===== config.mk =====
export PLATFORM = sky130hd
export DESIGN_NAME = main_control_fsm
export DESIGN_NICKNAME = d
export VERILOG_FILES = /design/src/rtl/main_control_fsm.sv
export SDC_FILE = /design/constraint.sdc
export NUM_CORES = 1
export LEC_CHECK = 0
export CORE_MARGIN = 4
export CORE_UTILIZATION = 40
export DETAILED_ROUTE_END_ITERATION = 8
export PLACE_DENSITY = 0.79
export SETUP_SLACK_MARGIN = 0.3
export SYNTH_ARGS = -nofsm -noshare
export SYNTH_HDL_FRONTEND = slang
export SYNTH_SLANG_ARGS = --single-unit

===== constraint.sdc =====
create_clock -name clk -period 2.2 [get_ports clk]
set_clock_uncertainty 0.1 [all_clocks]
set_input_delay 0.33 -clock clk [delete_from_list [all_inputs] [get_ports clk]]
set_output_delay 0.33 -clock clk [all_outputs]
set_load 0.01 [all_outputs]

===== src/rtl/main_control_fsm.sv =====
// Multi-cycle processor main control FSM.
//
// Sequences each instruction through FETCH, DECODE, EXEC, MEM and WB and
// drives the datapath strobes and mux selects for every state. Illegal
// opcodes either halt the machine or are skipped, selected by ILLEGAL_HALT.
//
// Ports:
//   clk          - clock, all state changes on the rising edge
//   rst_n        - asynchronous active-low reset
//   opcode       - instruction opcode, valid from DECODE onward
//   zero, lt     - ALU flags (result equals zero, signed A < B)
//   mem_ready    - memory access complete (only looked at in FETCH and MEM)
//   alu_op       - operation class for the ALU control unit
//   pc_write, ir_write, mem_read, mem_write, reg_write - datapath strobes
//   mem_to_reg, alu_src_imm, branch_taken              - mux selects / branch flag
//   illegal      - illegal-opcode indication
//   state        - current state encoding (FETCH=0 ... HALT=5)

module main_control_fsm #(
    parameter bit ILLEGAL_HALT = 1'b1
) (
    input  logic       clk,
    input  logic       rst_n,
    input  logic [3:0] opcode,
    input  logic       zero,
    input  logic       lt,
    input  logic       mem_ready,
    output logic [3:0] alu_op,
    output logic       pc_write,
    output logic       ir_write,
    output logic       mem_read,
    output logic       mem_write,
    output logic       reg_write,
    output logic       mem_to_reg,
    output logic       alu_src_imm,
    output logic       branch_taken,
    output logic       illegal,
    output logic [2:0] state
);

    localparam logic [3:0] OpRtype = 4'b0000;
    localparam logic [3:0] OpAddi  = 4'b0001;
    localparam logic [3:0] OpOri   = 4'b0011;
    localparam logic [3:0] OpLw    = 4'b0111;
    localparam logic [3:0] OpSw    = 4'b1000;
    localparam logic [3:0] OpBeq   = 4'b1001;
    localparam logic [3:0] OpBne   = 4'b1010;
    localparam logic [3:0] OpBlt   = 4'b1011;
    localparam logic [3:0] OpBgt   = 4'b1100;

    typedef enum logic [2:0] {
        StFetch  = 3'd0,
        StDecode = 3'd1,
        StExec   = 3'd2,
        StMem    = 3'd3,
        StWb     = 3'd4,
        StHalt   = 3'd5
    } state_e;

    state_e     state_q, state_d;
    logic [3:0] op_q;

    function automatic logic is_legal(input logic [3:0] op);
        case (op)
            OpRtype, OpAddi, OpOri, OpLw, OpSw,
            OpBeq, OpBne, OpBlt, OpBgt: is_legal = 1'b1;
            default:                    is_legal = 1'b0;
        endcase
    endfunction

    function automatic logic uses_imm(input logic [3:0] op);
        uses_imm = (op == OpAddi) || (op == OpOri) || (op == OpLw) || (op == OpSw);
    endfunction

    // Branch condition; non-branch opcodes never take a branch.
    function automatic logic branch_cond(input logic [3:0] op, input logic z, input logic l);
        case (op)
            OpBeq:   branch_cond = z;
            OpBne:   branch_cond = !z;
            OpBlt:   branch_cond = l;
            OpBgt:   branch_cond = !l && !z;
            default: branch_cond = 1'b0;
        endcase
    endfunction

    // State register and opcode latch
    always_ff @(posedge clk or negedge rst_n) begin
        if (!rst_n) begin
            state_q <= StFetch;
            op_q    <= 4'b0000;
        end else begin
            state_q <= state_d;
            // Only legal opcodes are captured, so EXEC/MEM/WB see a legal op_q.
            if (state_q == StDecode && is_legal(opcode)) begin
                op_q <= opcode;
            end
        end
    end

    // Next-state logic
    always_comb begin
        state_d = state_q;
        case (state_q)
            StFetch: begin
                if (mem_ready) state_d = StDecode;
            end
            StDecode: begin
                if (is_legal(opcode))  state_d = StExec;
                else if (ILLEGAL_HALT) state_d = StHalt;
                else                   state_d = StFetch;
            end
            StExec: begin
                case (op_q)
                    OpRtype, OpAddi, OpOri: state_d = StWb;
                    OpLw, OpSw:             state_d = StMem;
                    default:                state_d = StFetch;
                endcase
            end
            StMem: begin
                if (mem_ready) state_d = (op_q == OpLw) ? StWb : StFetch;
            end
            StWb:    state_d = StFetch;
            StHalt:  state_d = StHalt;
            default: state_d = StFetch;
        endcase
    end

    // Output logic
    always_comb begin
        alu_op       = 4'b0000;
        pc_write     = 1'b0;
        ir_write     = 1'b0;
        mem_read     = 1'b0;
        mem_write    = 1'b0;
        reg_write    = 1'b0;
        mem_to_reg   = 1'b0;
        alu_src_imm  = 1'b0;
        branch_taken = 1'b0;
        illegal      = 1'b0;
        case (state_q)
            StFetch: begin
                mem_read = 1'b1;
                if (mem_ready) begin
                    ir_write = 1'b1;
                    pc_write = 1'b1;
                end
            end
            StDecode: begin
                // Decode looks at the live opcode; the latch is not loaded yet.
                illegal = !is_legal(opcode);
            end
            StExec: begin
                alu_op      = op_q;
                alu_src_imm = uses_imm(op_q);
                if (branch_cond(op_q, zero, lt)) begin
                    branch_taken = 1'b1;
                    pc_write     = 1'b1;
                end
            end
            StMem: begin
                alu_src_imm = uses_imm(op_q);
                if (op_q == OpLw) mem_read  = 1'b1;
                else              mem_write = 1'b1;
            end
            StWb: begin
                reg_write  = 1'b1;
                mem_to_reg = (op_q == OpLw);
            end
            StHalt: begin
                illegal = 1'b1;
            end
            default: ;
        endcase
        // Async reset puts state_q in FETCH at once, but FETCH drives mem_read;
        // gate everything so no strobe is visible while reset is held.
        if (!rst_n) begin
            alu_op       = 4'b0000;
            pc_write     = 1'b0;
            ir_write     = 1'b0;
            mem_read     = 1'b0;
            mem_write    = 1'b0;
            reg_write    = 1'b0;
            mem_to_reg   = 1'b0;
            alu_src_imm  = 1'b0;
            branch_taken = 1'b0;
            illegal      = 1'b0;
        end
    end

    assign state = state_q;

endmodule


==> impl_metrics.csv <==
group,metric,value,unit
cells_and_area,fillers,101,
setup_path,reg2reg_depth,6,
clock_tree,cts_tree,"yes",
placed_design,io_buffers,24,
power_and_ir_drop,power.density,1320,mW/mm2
synthesis,yosysTopAreaCellShare,26.6,%
timing,worstMarginPinSlew,0.359,ns
timing,hold_viol,0,
setup_path,worstPathCellList,"buf_6 -> nor4_4 -> nand2_1 -> o21a_1 -> o21bai_1 -> buf_2",
global_routing,grt.total_usage,22.5,%
route,ant_nets,0,
clock_tree,cts_sinks,7,
setup_path,cp-end-kind,"output port",
setup_path,critPathMaxStageDelay,0.45,ns
route,wl_per_cell,17.5,um
timing,max_slew_margin,75.8,%
synthesis,synth-seq-cells,7,
synthesis,syn_area_per_cell,8.24,um2
synthesis,yosys_warnings,0,
timing,maxSlewViolCount,0,
clock_tree,clock_tree.root_cell,"clkbuf_4",
setup_path,worst-endpoint-arrival,1.58,ns
clock_tree,htree_levels,1,
clock_tree,path_clk_slew,0.06,ns
placed_design,finalWeightedCongestion,0.840,
global_routing,grt-ovfl-total,0,
route,finalWirelength,2630,um
hold_path,hold_path_class,"in -> async",
synthesis,synth-main-ff-cell,"dfrtp_1",
cells_and_area,syn2layout_area_growth,78.7,%
route,vias,897,
synthesis,synthTopCellsByArea,"dfrtp_1 27%, and2_1 4.7%, mux2_4 4.6%, nand2_1 4.0%, o21ai_0 3.8%",
clock_tree,cts_inserted_buffers,3,
setup_path,crit_slowest_cell,"dfrtp_2",
cells_and_area,postLayoutCellArea,0.00118,mm2
synthesis,syn_inst,80,
power_and_ir_drop,leakage,0.577,nW
synthesis,yosysSeqAreaShare,26.6,%
cells_and_area,diodes,0,
floorplan,fp.dieW,48.6,um
setup_path,r2r-end,"op_q[0]",
setup_path,path_buf_inv,2,
floorplan,start_util,43.3,%
route,dr.pass1.iters,6,
cells_and_area,fin_nets,144,
global_routing,grt_antenna_before_repair,0,
synthesis,synth_edf_count,0,
floorplan,rows,14,
setup_path,worstSetupPathType,"reg -> out",
floorplan,io_pins,25,
global_routing,first_global_vias,879,
floorplan,core_area,0.00152,mm2
job,cap_viol_max_count,0,
floorplan,fp.dieH,48.6,um
setup_path,cp_max_fo,6,
synthesis,synth_top_area_cell,"dfrtp_1",
cells_and_area,drive_above_1_share,53.0,%
placed_design,post_dp_cell_area,995,um2
setup_path,timing.critical_path.required,1.77,ns
power_and_ir_drop,p_total,0.00155,W
global_routing,grt_pass1_wl,4150,um
synthesis,synth_cell_types,35,
power_and_ir_drop,ir_worst_vdd,0.000792,V
setup_path,start_kind,"register",
cells_and_area,final_cells,150,
timing,period_needed,2.01,ns
synthesis,synthArstFlopShare,100,%
clock_tree,clock_path_buffers,2,
global_routing,grt_max_degree,10,
placed_design,hpwl,1470,um
setup_path,crit_start,"op_q[0]",
timing,rsz0062_at_grt,"yes",
setup_path,r2r_setup_slack,0.42,ns
clock_tree,insertion_delay,0.27,ns
setup_path,r2r_start,"state[0]",
timing,fmax,0.497,GHz
synthesis,netlist_area,659,um2
floorplan,fp.dieArea,0.00236,mm2
synthesis,syn-num-nets,89,
cells_and_area,utilization,77.3,%
timing,finalCritPeriodShare,91.4,%
route,vias_per_cell,5.98,
route,drt_iter0_drc,42,
route,drc,0,
placed_design,placed_cells,129,
outcome,outcome,"complete, no violations",
setup_path,crit_family,"flip-flops",
timing,setup_violations,0,
-- cell usage in the layout (no fill, tap or decap), drive strengths merged, types with 3 or more instances in the layout --
cell,netlist,layout
buf,2,42
nand2,7,7
dfrtp,7,7
nor2,6,6
clkbuf,4,6
o21ai,5,5
dlygate4sd2,0,5
clkdlybuf4s50,0,5
and2,5,5
nand2b,4,4
and3,3,3
o31ai,3,3
inv,3,3
-- cell type report --
cell class	instances	area (um2)	area share, %
tap	16	20.0	1.70
multi-input combinational	63	503	42.7
sequential	7	179	15.2
clock buffer	3	22.5	1.91
inverter	4	20.0	1.70
timing repair buffer	56	429	36.4
clock inverter	1	5.00	0.425
-- power breakdown --
| group | leakage (nW) | switching, W | internal (W) | total (W) |
|---|---|---|---|---|
| sequential | 0.0797 | 0.0000789 | 0.000197 | 0.000276 |
| clock | 0.0177 | 0.0000632 | 0.0000674 | 0.000131 |
| combinational | 0.480 | 0.000535 | 0.000612 | 0.00115 |
-- synth_stat cells (2+ instances only) --
| library cell | number |
|---|---|
| nand2b_1 | 3 |
| nor4_1 | 2 |
| o221ai_1 | 2 |
| buf_6 | 2 |
| and2_1 | 5 |
| o21ai_0 | 5 |
| o21a_1 | 2 |
| o31ai_1 | 3 |
| nor2_1 | 6 |
| clkbuf_1 | 4 |
| dfrtp_1 | 7 |
| nand3_1 | 2 |
| a21oi_1 | 2 |
| mux2_4 | 2 |
| and3_1 | 3 |
| o211ai_1 | 2 |
| inv_1 | 3 |
| or3b_1 | 2 |
| nand2_1 | 7 |
-- sequential cells by signal (all words and copies together) (netlist names) --
name,cells
state,3
op_q,4
-- worst max-delay path by stage --
stage	end	slack (ns)	cells after the start
2_1_floorplan	pc_write	0.39	5
3_3_place_gp	illegal	-0.26	6
3_5_place_dp	illegal	-0.30	6
4_1_cts	pc_write	0.22	6
5_1_grt	pc_write	0.09	6
6_report	pc_write	0.19	6
-- cell families after synthesis --
family / after synthesis / synth area share [%]
AND/OR/NAND/NOR: 38 / 35.5
buffers and inverters: 10 / 8.73
XOR/XNOR: 1 / 1.33
flip-flops: 7 / 26.6
multiplexers: 2 / 4.55
AO/OA/AOI/OAI: 22 / 23.3
-- repair_timing --
| action | 4_1_cts | 5_1_grt |
|---|---|---|
| buffers inserted | 12 | 5 |
| pin swaps | 10 | 15 |
| endpoints found under the setup margin | 13 | 12 |
| resized for setup | 58 | 20 |
| hold buffers | 0 | 0 |
-- per-layer routing --
| layer | global-route usage, % | wire length [um] | vias to the layer above |
|---|---|---|---|
| met5 | 0 | 0 | - |
| met4 | 12.1 | 120 | 0 |
| met3 | 7.06 | 162 | 17 |
| met2 | 39.3 | 1340 | 45 |
| met1 | 23.5 | 1010 | 440 |
| li1 | - | - | 395 |
-- through the flow --
step	worst slack [ns]	hold slack (ns)	TNS, ns
floorplan	0.394	-0.0656	0
detailed placement	-0.297	0.473	-1.34
CTS	0.219	0.0520	0
global route	0.0892	0.0686	0
global placement	-0.258	0.485	-1.33
finish	0.189	0.0779	0
(Power assumes the default switching activity.)
